File: config.mk
export PLATFORM = sky130hd
export DESIGN_NAME = posit_extract_pipe
export DESIGN_NICKNAME = d
export VERILOG_FILES = /design/src/rtl/posit_pkg.sv /design/src/rtl/posit_run_detect.sv /design/src/rtl/posit_extract_pipe.sv
export SDC_FILE = /design/constraint.sdc
export NUM_CORES = 1
export LEC_CHECK = 0
export ABC_AREA = 1
export CORE_MARGIN = 5
export CORE_UTILIZATION = 33
export DETAILED_ROUTE_END_ITERATION = 10
export PLACE_DENSITY = 0.62
export SLEW_MARGIN = 5
export SYNTH_ARGS = -nofsm -noshare
export SYNTH_HDL_FRONTEND = slang
export SYNTH_SLANG_ARGS = --single-unit
File: constraint.sdc
create_clock -name clk -period 2.7 [get_ports clk]
set_input_delay 0.54 -clock clk [delete_from_list [all_inputs] [get_ports clk]]
set_output_delay 0.54 -clock clk [all_outputs]
set_load 0.01 [all_outputs]
File: src/rtl/posit_pkg.sv
// Purpose: shared width helpers and special-value patterns for the posit decode/encode datapath.
// Latency: n/a (package: constant functions only).
// Backpressure: n/a.
// Contents: rw(n) regime width, mw(n,es) mantissa width incl. hidden bit,
//           zero_pat() / nar_pat(n) constant bit patterns (up to MAX_N bits, truncate at use).
package posit_pkg;

    localparam int MAX_N = 64;

    // Signed regime k spans -(n-1)..n-2, which needs clog2(n)+1 bits.
    function automatic int rw(input int n);
        return $clog2(n) + 1;
    endfunction

    // Hidden bit plus the longest possible fraction (regime is at least 2 bits long).
    function automatic int mw(input int n, input int es);
        return n - es - 2;
    endfunction

    function automatic logic [MAX_N-1:0] zero_pat();
        return '0;
    endfunction

    // NaR is a lone 1 in the sign position.
    function automatic logic [MAX_N-1:0] nar_pat(input int n);
        logic [MAX_N-1:0] p;
        p = '0;
        p[n-1] = 1'b1;
        return p;
    endfunction

endpackage

File: src/rtl/posit_run_detect.sv
// Purpose: measure the regime run of a posit body (bits below the sign).
// Latency: combinational.
// Backpressure: none (pure function of its input).
// Ports: bits     - body[N-2:0], magnitude without the sign bit
//        run_len  - m, count of leading bits equal to bits[N-2], N-1 when no terminator
//        term_pos - index in bits of the terminating bit, -1 when the run reaches the LSB
module posit_run_detect
    import posit_pkg::*;
#(
    parameter int N  = 8,
    parameter int RW = rw(N)
) (
    input  logic [N-2:0]        bits,
    output logic [RW-1:0]       run_len,
    output logic signed [RW-1:0] term_pos
);

    logic stop;

    always_comb begin
        run_len = '0;
        stop    = 1'b0;
        for (int i = N - 2; i >= 0; i--) begin
            if (!stop && (bits[i] == bits[N-2])) begin
                run_len = run_len + RW'(1);
            end else begin
                stop = 1'b1;
            end
        end
        term_pos = RW'(N - 2) - run_len;
    end

endmodule

File: src/rtl/posit_extract_pipe.sv
// Purpose: two-stage posit field extractor (sign, regime k, exponent, mantissa, zero/NaR).
// Latency: result registered two edges after the input word (S1 then S2).
// Backpressure: valid/ready; holds up to two words, in_ready drops only when both stages are full and out_ready is low.
// Ports: clk, reset (sync, active-high); in_valid/in_ready/in_posit input stream;
//        out_valid/out_ready output stream with sign, regime (signed k), exponent, mantissa, is_zero, is_nar.
module posit_extract_pipe
    import posit_pkg::*;
#(
    parameter int N  = 8,
    parameter int ES = 3,
    parameter int RW = rw(N),
    parameter int MW = mw(N, ES)
) (
    input  logic                 clk,
    input  logic                 reset,
    input  logic                 in_valid,
    output logic                 in_ready,
    input  logic [N-1:0]         in_posit,
    output logic                 out_valid,
    input  logic                 out_ready,
    output logic                 sign,
    output logic signed [RW-1:0] regime,
    output logic [ES-1:0]        exponent,
    output logic [MW-1:0]        mantissa,
    output logic                 is_zero,
    output logic                 is_nar
);

    localparam logic [N-1:0] ZERO = N'(zero_pat());
    localparam logic [N-1:0] NAR  = N'(nar_pat(N));
    localparam logic [N-2:0] ONE  = (N-1)'(1);

    logic         s1_valid;
    logic         s1_sign;
    logic         s1_zero;
    logic         s1_nar;
    logic [N-2:0] s1_body;
    logic         s2_valid;
    logic         s1_load;
    logic         s2_load;

    logic [RW-1:0]        run_len;
    logic signed [RW-1:0] term_pos;
    logic signed [RW-1:0] k;
    logic [RW-1:0]        sh;
    logic [N-4:0]         tail;

    // S2 is the output register; it frees up whenever the consumer takes it.
    assign s2_load   = s1_valid && (!s2_valid || out_ready);
    assign in_ready  = !s1_valid || !s2_valid || out_ready;
    assign s1_load   = in_valid && in_ready;
    assign out_valid = s2_valid;

    posit_run_detect #(.N(N), .RW(RW)) u_run (
        .bits     (s1_body),
        .run_len  (run_len),
        .term_pos (term_pos)
    );

    // Everything after the terminator is exponent then fraction. The top two body
    // bits always belong to the regime, so shifting body[N-4:0] left by m-1
    // (= N-3-term_pos) lands the first post-terminator bit at tail's MSB and
    // fills vacated LSBs with zeros, which covers the truncated-exponent case.
    always_comb begin
        k    = s1_body[N-2] ? (run_len - RW'(1)) : (RW'(0) - run_len);
        sh   = RW'(N - 3) - term_pos;
        tail = s1_body[N-4:0] << sh;
    end

    always_ff @(posedge clk) begin
        if (reset) begin
            s1_valid <= 1'b0;
            s1_sign  <= 1'b0;
            s1_zero  <= 1'b0;
            s1_nar   <= 1'b0;
            s1_body  <= '0;
        end else if (s1_load) begin
            s1_valid <= 1'b1;
            s1_sign  <= in_posit[N-1];
            // Low N-1 bits of the two's complement depend only on the low N-1 input bits.
            s1_body  <= in_posit[N-1] ? (~in_posit[N-2:0] + ONE) : in_posit[N-2:0];
            s1_zero  <= (in_posit == ZERO);
            s1_nar   <= (in_posit == NAR);
        end else if (s2_load) begin
            s1_valid <= 1'b0;
        end
    end

    always_ff @(posedge clk) begin
        if (reset) begin
            s2_valid <= 1'b0;
            sign     <= 1'b0;
            regime   <= '0;
            exponent <= '0;
            mantissa <= '0;
            is_zero  <= 1'b0;
            is_nar   <= 1'b0;
        end else if (s2_load) begin
            s2_valid <= 1'b1;
            sign     <= s1_sign;
            is_zero  <= s1_zero;
            is_nar   <= s1_nar;
            if (s1_zero || s1_nar) begin
                regime   <= '0;
                exponent <= '0;
                mantissa <= '0;
            end else begin
                regime   <= k;
                exponent <= tail[N-4 -: ES];
                mantissa <= {1'b1, tail[MW-2:0]};
            end
        end else if (out_ready) begin
            s2_valid <= 1'b0;
        end
    end

endmodule

Word level (Yosys, flattened, before mapping)
Cells that the tools add are included.
Widths: inputs -> output; s select.
- mux-type cells: 20
- shift operators: 1
- equal/unequal tests: 7
- bitwise operators: 1
- add/sub/neg operators: 10
- reduce and logical (&&, ||, !) cells: 20
- operators with widths (cell ; count):
    $mux 4 ; 7
    $add 4x1->4 const B ; 5
    $mux 1 ; 9
    $eq 8x8->1 const B ; 1
    $logic_not 8->1 ; 1
    $add 7x1->7 const B ; 1
    $logic_and 1x1->1 ; 7
    $mux 7 ; 1
    $not 7->7 ; 1
    $eq 1x1->1 ; 6
    $logic_not 1->1 ; 6
    $mux 3 ; 2
    $shl 5x4->5 ; 1
    $logic_or 1x1->1 ; 4
    $reduce_bool 2->1 ; 2
    $sub 1x4->4 const A ; 1
    $sub 3x4->4 const A ; 1
    $sub 4x1->4 const B ; 1
    $sub 4x4->4 const A ; 1
    $mux 2 ; 1
- flip-flop bits (word level): 25
- bits of input ports: 12
- logic and storage cells: 71
- output and inout port bits: 15

Logic depth before layout (Yosys ltp)
- depth in word-level cells: 19
- mapped depth: 16
- gate-level depth less buffers: 15

Modules after synthesis
Synthesis repeated with hierarchy kept, for this count alone.
- cell total of the unflattened synthesis: 235
- area, all modules: 1587.8 um2
- by module, submodules not included (module ; area each (um2) ; cells each ; sequential area each (um2) ; times used):
    posit_extract_pipe ; 1318.8 ; 191 ; 500.5 ; 1
    posit_run_detect ; 269.0 ; 44 ; 0.0 ; 1

Worst setup path after synthesis
OpenSTA, ideal clock, no wires.
- kind: register to register
- start: register s1_body[6]
- end: register exponent[0]
- arrival time: 1.818 ns
- buffers on the path: 2
- cell stages (with the launch flop): 13
- path slack: 0.760 ns
- required time: 2.578 ns
- period minus slack after synthesis: 1.940 ns
- setup time: 0.122 ns
- cells stage by stage: dfxtp_1 buf_6 nand3_1 nand2_1 nand3_2 nand2_2 buf_6 inv_2 ha_1 xnor2_1 nor2_1 o211ai_1 a21oi_1
- word-level cells in the longest chain between the ends: 19
- elaborated cells on any way between the ends: 35
- those cells by class: 7 x add/sub; 6 x eq/ne; 1 x shift; 12 x mux; 9 x reduce/logical
- RTL lines (element ; RTL line ; text):
    start: declaration ; posit_extract_pipe.sv:37 ; logic [N-2:0] s1_body;
    start signal: assignment ; posit_extract_pipe.sv:81 ; s1_body <= in_posit[N-1] ? (~in_posit[N-2:0] + ONE) : in_posit[N-2:0];
    branches (longest 14 deep; another with $add 4x1->4) ; n/a ;
    $mux 4 (*) ; posit_run_detect.sv:24 ; if (!stop && (bits[i] == bits[N-2])) begin
    $sub 3x4->4 (*) ; posit_run_detect.sv:30 ; term_pos = RW'(N - 2) - run_len;
    $sub 4x4->4 (*) ; posit_extract_pipe.sv:66 ; sh = RW'(N - 3) - term_pos;
    $shl 5x4->5 (*) ; posit_extract_pipe.sv:67 ; tail = s1_body[N-4:0] << sh;
    $mux 3 (*) ; posit_extract_pipe.sv:103 ; if (s1_zero || s1_nar) begin
    end signal: assignment ; posit_extract_pipe.sv:109 ; exponent <= tail[N-4 -: ES];
    end: declaration ; posit_extract_pipe.sv:23 ; output logic [ES-1:0] exponent,
Every way passes the cells marked *.
A chain may end at the register's enable or synchronous reset.

Worst setup path after layout
- start: input port out_ready
- end: output port in_ready
- word-level cells in the longest chain between the ends: 1
- RTL lines (element ; RTL line ; text):
    start: declaration ; posit_extract_pipe.sv:20 ; input logic out_ready,
    $logic_or 1x1->1 ; posit_extract_pipe.sv:50 ; assign in_ready = !s1_valid || !s2_valid || out_ready;
    end: declaration ; posit_extract_pipe.sv:17 ; output logic in_ready,
Every way passes these cells.

==> flow_summary.toml <==
[power_and_ir_drop]
power_switching_mw = 0.317
power_frac_comb = 0.315
clockPowerShare = 0.247
power_leakage_nw = 0.727
seqPwrFrac = 0.438
ir_drop_mv = 0.419
sw_frac_of_total = 0.334
p_per_area_nw_per_um2 = 554
p_int_mw = 0.632

[grt]
grt-ovfl-total = 0
antenna_found_initial = 0
grt_pass1_vias = 1199
track_usage = 0.115
grt_max_degree = 19
grt_pass1_wl_um = 5020

[clock_tree]
clk_pin_slew_worst_paths_ns = 0.10
postCtsSetupBuffers = 0
cts_buffers = 3
cts_buffer_depth = 2
postCtsHoldBufs = 0
clock_latency_ns = 0.27
htree_num_levels = 1
cts_resized = 0
cts_tree = "yes"
cts_sinks = 25
cts_root_buf = "clkbuf_8"

[critical_path]
reg2reg_to = "exponent[0]$_SDFFE_PP0P_"
r2r_slack_ns = 0.49
slowest_delay_ns = 0.53
cp-start-kind = "input port"
crit_chain = "clkdlybuf4s50_1 > inv_1 > nand2_1 > nor2_1 > inv_1 > clkdlybuf4s50_1"
crit_path_start = "out_ready"
worstPathArrival_ns = 1.78
worst-path-max-fanout = 3
crit_cells = 6
crit_family = "buffers and inverters"
reg2regPathDepth = 12
cp.required_ns = 2.16
endpoint = "in_ready"
slowest_stage = "clkdlybuf4s50_1"
worstSetupEndpointType = "output port"
worstSetupPathType = "in2out"
cp.buffers_inverters = 4
r2r-start = "s1_body[6]$_SDFFE_PP0P_"

[place]
portBuffers = 26
place_inst = 270
gp_congestion = 0.890
dp_hpwl_um = 2190
pre_cts_slack_ns = 0.400

[floorplan]
rows = 23
die_w_um = 73.7
top_level_ports = 27
die_h_um = 73.7
initial_core_util = 0.337
core_um2 = 3970
die_area_um2 = 5430

[detailed_routing]
vias_per_cell = 4.66
wl_um = 2790
vias = 1278
routedWlPerCell_um = 10.2
drtIter0Drc = 45
antenna_left = 0
drcViolationCount = 0
first_pass_iters = 4

[synthesis]
synth_top_area_share = 0.374
ys_ff_latch = 25
muxShareOfSynthArea = 0
netlist_instances = 194
netlist_area_um2 = 1340
ys_warn_count = 0
ys_seq_area_frac = 0.374
synthTopCellsByArea = "dfxtp_1, nand2_1, a21oi_1, inv_1, o21ai_0"
synth-xor-area-share = 0.0458
yosys.area_share.simple = 0.283
syn_area_per_cell_um2 = 6.89
synth_top_cell_by_area = "dfxtp_1"
syn_nets = 208
yosysUniqueCellTypes = 28
synth_top_family_by_area = "simple AND/OR/NAND/NOR gates"
synth_fa_ha_area_frac = 0.0187
synth_compound_area_frac = 0.189

[worst_hold_path]
hold_class = "reg2reg"

[timing]
hold_viol = 0
drv_slew = 0
timing.fmax_ghz = 0.432
post-route-period-util = 0.858
setup-violations-final = 0
fin_skew_ns = 0.00662
tightest_slew_ns = 0.407
fin_tns_setup_ns = 0
fin_crit_ns = 2.32
timing.slew.headroom = 0.727
rsz0062_at_grt = "no"
finalWorstSetupSlack_ns = 0.384

[final_layout]
nNetsFinal = 239
drive_gt1_frac = 0.0938
final_cell_mix = "nand2_1, clkdlybuf4s50_1, dfxtp_1, a21oi_1, inv_1"
diodes = 0
final_common_cell = "nand2_1"
area_growth_syn_to_layout_pct = 28.2
fin_cells = 274

[outcome]
status = "finished clean"

[run]
maxCapViolCount = 0
==> registers in the layout (all words and copies together), names as in the netlist <==
register   count
exponent       3
is_nar         1
is_zero        1
mantissa       3
out_valid      1
regime         4
s1_body        7
s1_nar         1
s1_sign        1
s1_valid       1
s1_zero        1
sign           1
==> synthesized netlist by cell type <==
cell and number:
a21oi_1 23, a21oi_2 1, a31oi_1 1, buf_6 2, clkbuf_1 3, dfxtp_1 25, ha_1 2, inv_1 21
inv_2 2, nand2_1 53, nand2_2 4, nand3_1 10, nand3_2 2, nand3b_1 1, nor2_1 13, nor2_4 1
nor3_1 2, nor4_1 1, o211ai_1 1, o211ai_2 1, o21ai_0 12, o21ai_1 2, o21ai_2 1, o21bai_1 1
o221ai_1 1, o31ai_1 1, xnor2_1 4, xor2_1 3
==> tightest hold or removal path, stage by stage (launching register included) <==
cell	delay [ns]
dfxtp_1	0.32
nand2_1	0.06
a21oi_1	0.05
==> stage by stage <==
step,instance area (µm²),power [mW],util,hold WS [ns]
after floorplan,1340,0.637,-,0.438
after CTS,1710,0.965,0.432,0.465
final,1710,0.950,0.432,0.462
after detailed placement,1660,0.726,0.419,0.449
after global routing,1710,1.02,0.432,0.493
after global placement,1660,0.724,0.419,0.449
==> area by class of cell <==
type,count,area (µm²)
multi-input combinational,141,717
sequential,25,500
tap,50,62.6
clock buffer,3,41.3
inverter,23,86.3
fill,440,2260
timing repair buffer,31,298
clock inverter,1,8.76
==> per-layer routing <==
metal	GRT usage	up-vias	wire length (µm)	part of all wire
met1	0.150	569	1320	0.47
met5	0	-	0	0
met3	0.0260	2	117	0.042
li1	-	688	-	-
met4	0.0241	0	17	0.0061
met2	0.194	19	1330	0.48
==> power by group through the flow <==
stage | Sequential [mW] | Combinational, mW | Clock (mW)
after floorplan | 0.426 | 0.211 | 0
after global placement | 0.424 | 0.300 | 0
after detailed placement | 0.425 | 0.301 | 0
after CTS | 0.417 | 0.302 | 0.246
after global routing | 0.421 | 0.344 | 0.259
final | 0.416 | 0.299 | 0.234
==> how the worst min path moves through the flow <==
stage / startpoint / endpoint / slack [ns] / cells after the start
final: s1_sign$_SDFFE_PP0P_ / s1_sign$_SDFFE_PP0P_ / 0.46 / 2
after global routing: exponent[1]$_SDFFE_PP0P_ / exponent[1]$_SDFFE_PP0P_ / 0.49 / 2
after CTS: s1_sign$_SDFFE_PP0P_ / s1_sign$_SDFFE_PP0P_ / 0.46 / 2
after detailed placement: s1_sign$_SDFFE_PP0P_ / s1_sign$_SDFFE_PP0P_ / 0.45 / 2
after global placement: s1_sign$_SDFFE_PP0P_ / s1_sign$_SDFFE_PP0P_ / 0.45 / 2
after floorplan: s1_sign$_SDFFE_PP0P_ / s1_sign$_SDFFE_PP0P_ / 0.44 / 2
==> logic make-up (layout without fill, tap and decap cells) <==
group / count (synthesis) / in the layout
buf+inv: 28 / 58
xor+xnor: 7 / 7
simple gates: 87 / 87
flops: 25 / 25
fa+ha+maj: 2 / 2
compound gates: 45 / 45
Note: power is estimated with default switching activity, not from simulation.
